**src/rtl/serial_frame_tx_pkg.sv**
```systemverilog
// -----------------------------------------------------------------------------
// serial_frame_tx_pkg
// Shared definitions for the serial frame transmitter:
//   state_e    - FSM state encoding (3-bit)
//   PRE_HI/LO  - preamble line levels (1 then 0)
//   frame_len  - number of line cycles one frame occupies
//   cnt_width  - width of the shared bit/gap counter
// -----------------------------------------------------------------------------
package serial_frame_tx_pkg;

  typedef enum logic [2:0] {
    IDLE   = 3'd0,
    PRE1   = 3'd1,
    PRE0   = 3'd2,
    DATA   = 3'd3,
    PARITY = 3'd4,
    GAP    = 3'd5
  } state_e;

  localparam logic PRE_HI = 1'b1;
  localparam logic PRE_LO = 1'b0;

  // Cycles on the line for one frame: preamble + data + optional parity + gap.
  function automatic int frame_len(input int data_w, input int parity_en,
                                   input int gap_len);
    return 2 + data_w + ((parity_en != 0) ? 1 : 0) + gap_len;
  endfunction

  // The counter serves both DATA and GAP, so it is sized for the longer one
  // plus a spare bit so it never wraps inside a state.
  function automatic int cnt_width(input int data_w, input int gap_len);
    int m;
    m = (data_w > gap_len) ? data_w : gap_len;
    return $clog2(m) + 1;
  endfunction

endpackage

```
**src/rtl/frame_tx_shifter.sv**
```systemverilog
// -----------------------------------------------------------------------------
// frame_tx_shifter
// Datapath for serial_frame_tx: load/shift register, bit/gap counter and the
// parity of the latched word.
// Ports:
//   clk_i        clock, posedge
//   rst_ni       synchronous active-low reset (clears everything)
//   load_i       latch data_i into the shift register and capture its parity
//   shift_i      shift the register right by one (LSB goes out first)
//   cnt_clr_i    clear the counter (has priority over cnt_inc_i)
//   cnt_inc_i    increment the counter
//   data_i       parallel word to latch
//   next_bit_o   bit 0 of the shift register as it will be after this edge
//   parity_o     XOR of the latched word (even parity bit)
//   cnt_o        current counter value
//   cnt_next_o   counter value after this edge
// -----------------------------------------------------------------------------
module frame_tx_shifter #(
  parameter int DATA_W = 8,
  parameter int CNT_W  = 4
) (
  input  logic              clk_i,
  input  logic              rst_ni,
  input  logic              load_i,
  input  logic              shift_i,
  input  logic              cnt_clr_i,
  input  logic              cnt_inc_i,
  input  logic [DATA_W-1:0] data_i,
  output logic              next_bit_o,
  output logic              parity_o,
  output logic [CNT_W-1:0]  cnt_o,
  output logic [CNT_W-1:0]  cnt_next_o
);

  logic [DATA_W-1:0] shreg_q, shreg_d;
  logic              parity_q, parity_d;
  logic [CNT_W-1:0]  cnt_q, cnt_d;

  always_comb begin
    shreg_d  = shreg_q;
    parity_d = parity_q;
    cnt_d    = cnt_q;
    if (load_i) begin
      shreg_d  = data_i;
      // Parity is captured at load because the register is consumed by shifting.
      parity_d = ^data_i;
    end else if (shift_i) begin
      shreg_d = shreg_q >> 1;
    end
    if (cnt_clr_i) begin
      cnt_d = '0;
    end else if (cnt_inc_i) begin
      cnt_d = cnt_q + CNT_W'(1);
    end
  end

  always_ff @(posedge clk_i) begin
    if (!rst_ni) begin
      shreg_q  <= '0;
      parity_q <= 1'b0;
      cnt_q    <= '0;
    end else begin
      shreg_q  <= shreg_d;
      parity_q <= parity_d;
      cnt_q    <= cnt_d;
    end
  end

  // The line output is registered in the top, so it needs the post-edge bit.
  assign next_bit_o = shreg_d[0];
  assign parity_o   = parity_q;
  assign cnt_o      = cnt_q;
  assign cnt_next_o = cnt_d;

endmodule

```
**src/rtl/serial_frame_tx.sv**
```systemverilog
// -----------------------------------------------------------------------------
// serial_frame_tx
// Parallel-to-serial frame transmitter. Frame on the line: 1, 0 preamble,
// DATA_W data bits LSB first, optional even-parity bit, GAP_LEN low cycles.
// Ports:
//   CLK         clock, posedge
//   RST         synchronous active-low reset
//   tx_data     word to send, sampled on accept (tx_valid && tx_ready)
//   tx_valid    tx_data is valid
//   tx_ready    high only in IDLE (combinational from state register)
//   Out1        registered serial line
//   tx_busy     registered, high while a frame is in progress
//   frame_done  registered one-cycle pulse in the last GAP cycle
// -----------------------------------------------------------------------------
module serial_frame_tx
  import serial_frame_tx_pkg::*;
#(
  parameter int DATA_W    = 8,
  parameter int PARITY_EN = 1,
  parameter int GAP_LEN   = 2
) (
  input  logic              CLK,
  input  logic              RST,
  input  logic [DATA_W-1:0] tx_data,
  input  logic              tx_valid,
  output logic              tx_ready,
  output logic              Out1,
  output logic              tx_busy,
  output logic              frame_done
);

  localparam int CNT_W = cnt_width(DATA_W, GAP_LEN);
  localparam logic [CNT_W-1:0] LAST_BIT = CNT_W'(DATA_W - 1);
  localparam logic [CNT_W-1:0] LAST_GAP = CNT_W'(GAP_LEN - 1);

  state_e           state_q, state_d;
  logic             out1_q, out1_d;
  logic             busy_q, busy_d;
  logic             done_q, done_d;
  logic             load, shift, cnt_clr, cnt_inc;
  logic             next_bit, parity;
  logic [CNT_W-1:0] cnt, cnt_next;

  frame_tx_shifter #(
    .DATA_W (DATA_W),
    .CNT_W  (CNT_W)
  ) u_shifter (
    .clk_i      (CLK),
    .rst_ni     (RST),
    .load_i     (load),
    .shift_i    (shift),
    .cnt_clr_i  (cnt_clr),
    .cnt_inc_i  (cnt_inc),
    .data_i     (tx_data),
    .next_bit_o (next_bit),
    .parity_o   (parity),
    .cnt_o      (cnt),
    .cnt_next_o (cnt_next)
  );

  always_comb begin
    state_d = state_q;
    unique case (state_q)
      IDLE:   if (tx_valid) state_d = PRE1;
      PRE1:   state_d = PRE0;
      PRE0:   state_d = DATA;
      DATA:   if (cnt == LAST_BIT) state_d = (PARITY_EN != 0) ? PARITY : GAP;
      PARITY: state_d = GAP;
      GAP:    if (cnt == LAST_GAP) state_d = IDLE;
      default: state_d = IDLE;
    endcase
  end

  // Counter restarts on every state change, so DATA and GAP both count from 0.
  assign load    = (state_q == IDLE) && tx_valid;
  assign shift   = (state_q == DATA);
  assign cnt_clr = (state_d != state_q);
  assign cnt_inc = (state_q == DATA) || (state_q == GAP);

  // Outputs are registered from the next state so they line up with it.
  always_comb begin
    out1_d = 1'b0;
    unique case (state_d)
      PRE1:    out1_d = PRE_HI;
      PRE0:    out1_d = PRE_LO;
      DATA:    out1_d = next_bit;
      PARITY:  out1_d = parity;
      default: out1_d = 1'b0;
    endcase
    busy_d = (state_d != IDLE);
    done_d = (state_d == GAP) && (cnt_next == LAST_GAP);
  end

  always_ff @(posedge CLK) begin
    if (!RST) begin
      state_q <= IDLE;
      out1_q  <= 1'b0;
      busy_q  <= 1'b0;
      done_q  <= 1'b0;
    end else begin
      state_q <= state_d;
      out1_q  <= out1_d;
      busy_q  <= busy_d;
      done_q  <= done_d;
    end
  end

  assign tx_ready   = (state_q == IDLE);
  assign Out1       = out1_q;
  assign tx_busy    = busy_q;
  assign frame_done = done_q;

endmodule

```
**config.mk**
```make
export PLATFORM = sky130hd
export DESIGN_NAME = serial_frame_tx
export DESIGN_NICKNAME = d
export VERILOG_FILES = /design/src/rtl/serial_frame_tx_pkg.sv /design/src/rtl/frame_tx_shifter.sv /design/src/rtl/serial_frame_tx.sv
export SDC_FILE = /design/constraint.sdc
export NUM_CORES = 1
export LEC_CHECK = 0
export ABC_AREA = 1
export ABC_CLOCK_PERIOD_IN_PS = 1200
export BUFFER_PORTS_ARGS = -buffer_cell sky130_fd_sc_hd__buf_4
export CAP_MARGIN = 20
export CORE_UTILIZATION = 25
export CTS_CLUSTER_DIAMETER = 100
export CTS_CLUSTER_SIZE = 24
export DETAILED_ROUTE_END_ITERATION = 12
export GPL_TIMING_DRIVEN = 0
export PLACE_DENSITY = 0.5
export SLEW_MARGIN = 10
export SYNTH_ARGS = -nofsm -noshare
export SYNTH_HDL_FRONTEND = slang
export SYNTH_SLANG_ARGS = --single-unit
```
**constraint.sdc**
```tcl
create_clock -name CLK -period 1.2 [get_ports CLK]
set_input_delay 0.12 -clock CLK [delete_from_list [all_inputs] [get_ports CLK]]
set_output_delay 0.12 -clock CLK [all_outputs]
set_load 0.03 [all_outputs]
```
==> impl.org <==
** Worst setup path
- The worst setup path is captured at a register.
- CP Launch Type :: register
- In this run the critical register-to-register path is launched from u_shifter.cnt_o[0].
- Required time at the worst-slack endpoint :: 1.39 ns
- The setup check on the worst reg-to-reg path leaves a slack of -0.11 ns.
- Counting cells, the worst reg-to-reg path comes to 8.
- Arrival time at the worst endpoint :: between 1.5 and 2 ns
- RR Endpoint :: u_shifter.cnt_o[0]
- Largest fanout on the critical path :: 4
- By startpoint and endpoint, the worst setup path is classified as reg2reg.

** STA
- Subtracting the final worst setup slack from the clock period gives ~1.3 ns.
- Final number of max-transition violations :: 0
- Max_slew headroom :: 74.4%
- Worst slew pin tran :: between 0.3 and 0.4 ns
- Across the routed clock network, the largest skew measured is around 0.0085 ns.
- Achievable clock frequency :: around 0.76 GHz
- Once routing completed, OpenROAD measured the worst setup slack at -0.113 ns.
- RSZ-0062 raised after global routing :: true
- Total setup violations reported at the end of the flow :: 8
- The worst path uses 109% of the clock period.
- Count of final hold-check violations :: 0

** Min path
- Classification of the worst-slack hold path :: in2reg
- Hold path depth :: 3
- End point of the worst hold path :: u_shifter.shreg_q[0]
- Launch instance of the worst min-delay path :: tx_data[0]

** Routing
- Drt initial violations :: between 40 and 50
- Post-route DRC violation count :: 0
- In the final routed layout, each cell accounts on average for 12.1 um.
- The pre-antenna-repair detailed-routing pass consisted of 4 iterations.
- Wires add up to between 2 and 3 mm.
- The detailed router placed between 1000 and 1500 vias in this run.
- DR vias/cell :: ~4.7
- Routed Antenna Nets :: 0

** GRT
- Global routing consumed, over all layers together, a little over an eighth of the routing resources.
- The number of antenna violations at the first check in global routing is 0.
- Vias in the first global route :: ~1100
- The first global-routing pass estimated 4.51 mm of wire.
- Entering global routing, the biggest net connects 11 pins.
- The total overflow left after global routing is 0.

** Floorplanning
- X dimension of the die :: 67.7 um
- The core region is 4090 um2.
- Total die area :: around 4600 um2
- The initial utilization of the core area, before any placement, comes to a little over a quarter.
- From bottom edge to top edge, the die measures 67.7 um.
- The initialized floorplan defines 23 standard-cell rows.
- For this design the top-level I/O count stands at 15.

** Place
- Before CTS, the worst setup slack after placement is -0.217 ns.
- Once detailed placement completed, the half-perimeter wirelength came to around 1.8 mm.
- Buffers placed on the I/O ports in this run total 13.
- Final Wtd Congestion :: slightly below 0.8

** CTS
- The number of hold buffers added after CTS was 0.
- Clock slew seen by the registers of the worst setup and hold paths :: roughly 0.070 ns
- Clock latency on the worst-skew pair :: 0.26 ns
- Total number of H-tree levels :: 1
- Clock tree buffer depth :: 2
- Counting every sink on the clock net gives 19.
- Clock Tree Root :: clkbuf_8
- TritonCTS built the clock tree.
- The number of clock buffers added by TritonCTS is 3.

** Layout
- Relative to the synthesized area, the layout overhead comes to 43.5%.
- Once layout is complete, the utilization of the core stands at around 38%.
- The net count of the finished layout is between 150 and 200.
- Fraction of final layout cells sized beyond drive strength 1 :: a little under two fifths
- Ant diodes :: 0
- Fill cells in the final layout number roughly 420.

** Logic synthesis
- Counting flops and latches in the post-synthesis netlist gives 19.
- Yosys attributes the largest share of cell area to dfxtp_1 35%, nand2_1 14%, inv_1 5.9%.
- The Yosys step of the flow raised 0 warnings.
- Sequential cells were found to cover 35.2% of the synthesized design area.
- After synthesis, the largest area contributor takes up between 30% and 40% of total cell area.
- Dividing the synthesized area by the synthesized cell count gives approximately 7.1 um2.
- Unique masters post-synth :: 20
- In this run the cell area of the synthesized design comes to between 1000 and 1500 um2.
- The biggest area contributor in the post-synthesis netlist is dfxtp_1.
- Synthesized netlist cell count :: 153
- Mapped Nets :: ~170

** Flow run
- Maximum Capacitance Violations :: 0

** Pwr
- Leakage :: 0.665 nW
- Worst IR Drop VDD :: 341 uV
- Total power divided by cell area :: roughly 1000 nW/um2

** Run status
- Status :: complete, but fails checks
- Violations in the final reports :: negative setup slack
==> placed cells by master, fill, tap and decap left out, drive strengths merged <==
cell type	n
a21oi	4
a31oi	7
buf	29
clkbuf	4
dfxtp	19
ha	2
inv	19
nand2	44
nand3	16
nand3b	1
nor2	15
o211ai	2
o21ai	10
xnor2	7
xor2	3
==> per-layer routing <==
| metal | routed length [um] | part of all wire, % | up-vias | global-route usage, % |
|---|---|---|---|---|
| met3 | 113 | 4.0 | 8 | 2.70 |
| met2 | 1430 | 51 | 26 | 21.3 |
| li1 | - | - | 553 | - |
| met5 | 0 | 0 | - | 0 |
| met4 | 72 | 2.6 | 0 | 7.71 |
| met1 | 1200 | 43 | 514 | 15.8 |
==> sequential cells by signal (all words and copies together) (netlist names) <==
register            cells
state_q                 3
u_shifter.parity_o      1
u_shifter.cnt_o         4
Out1                    1
tx_busy                 1
u_shifter.shreg_q       8
frame_done              1
==> stage by stage <==
step,hold slack [ns],cells,power [W],area (um2),TNS (ns)
6_report,0.142,232,0.00160,1550,-0.764
5_1_grt,0.156,232,0.00169,1550,-1.63
4_1_cts,0.142,230,0.00158,1490,-0.733
3_5_place_dp,0.411,216,0.00105,1270,-1.38
3_3_place_gp,0.403,216,0.00104,1270,-1.17
2_1_floorplan,0.283,153,0.000954,1110,0
==> cell type report <==
cell class              instances  area, um2  area share, %
repair buffers                 26        206           13.3
flip-flops and latches         19        399           25.8
multi-input cells             111        719           46.4
plain buffers                   3       30.0           1.94
well taps                      50       62.6           4.04
inverters                      19       86.3           5.57
clock buffers                   4       45.0           2.91
==> synth_stat cells <==
library cell and number:
nand2_1 39, xnor2_1 7, xor2_1 3, o21ai_0 10, inv_1 17, nand3_1 12, a21oi_1 4, buf_4 2
nor2_2 1, a31oi_1 7, buf_6 2, nand2_4 1, nand3_2 4, nor2_1 14, inv_2 2, ha_1 2
o211ai_1 2, nand3b_1 1, dfxtp_1 19, nand2_2 4
==> worst max-delay path, stage by stage (launching register included) <==
cell and delay [ns]:
dfxtp_4 0.37, ha_4 0.17, nand3_4 0.11, nand2_1 0.08, nand3_2 0.07, nand2_1 0.07, a21oi_2 0.17, nand3_4 0.11
nor2_1 0.08
==> where the power goes <==
part | switching [W] | leakage (nW) | total [W] | internal [W]
registers | 0.0000403 | 0.160 | 0.000712 | 0.000672
logic | 0.000230 | 0.483 | 0.000422 | 0.000192
clock network | 0.000232 | 0.0228 | 0.000469 | 0.000237
total | 0.000502 | 0.665 | 0.00160 | 0.00110
==> what timing repair did <==
item	in CTS	in global routing
setup buffers	10	3
endpoints found under the setup margin	16	17
pin swaps	13	9
resized for setup	30	14
==> worst max-delay path by stage <==
stage                             from            endpoint  slack [ns]  cells after the start
floorplan           u_shifter.cnt_o[1]  u_shifter.cnt_o[0]       0.007                     10
global placement            state_q[2]          frame_done       -0.18                     10
detailed placement          state_q[2]          frame_done       -0.22                     10
CTS                 u_shifter.cnt_o[1]          frame_done       -0.12                     11
global route        u_shifter.cnt_o[1]          frame_done       -0.22                     11
finish              u_shifter.cnt_o[0]  u_shifter.cnt_o[0]       -0.11                      8
==> kinds of logic after synthesis <==
| group | count (synthesis) | synth area share (%) |
|---|---|---|
| compound gates | 23 | 11.9 |
| xor+xnor | 10 | 8.11 |
| fa+ha+maj | 2 | 2.32 |
| buf+inv | 23 | 10.1 |
| flops | 19 | 35.2 |
| simple gates | 76 | 32.3 |
(Power assumes the default switching activity.)
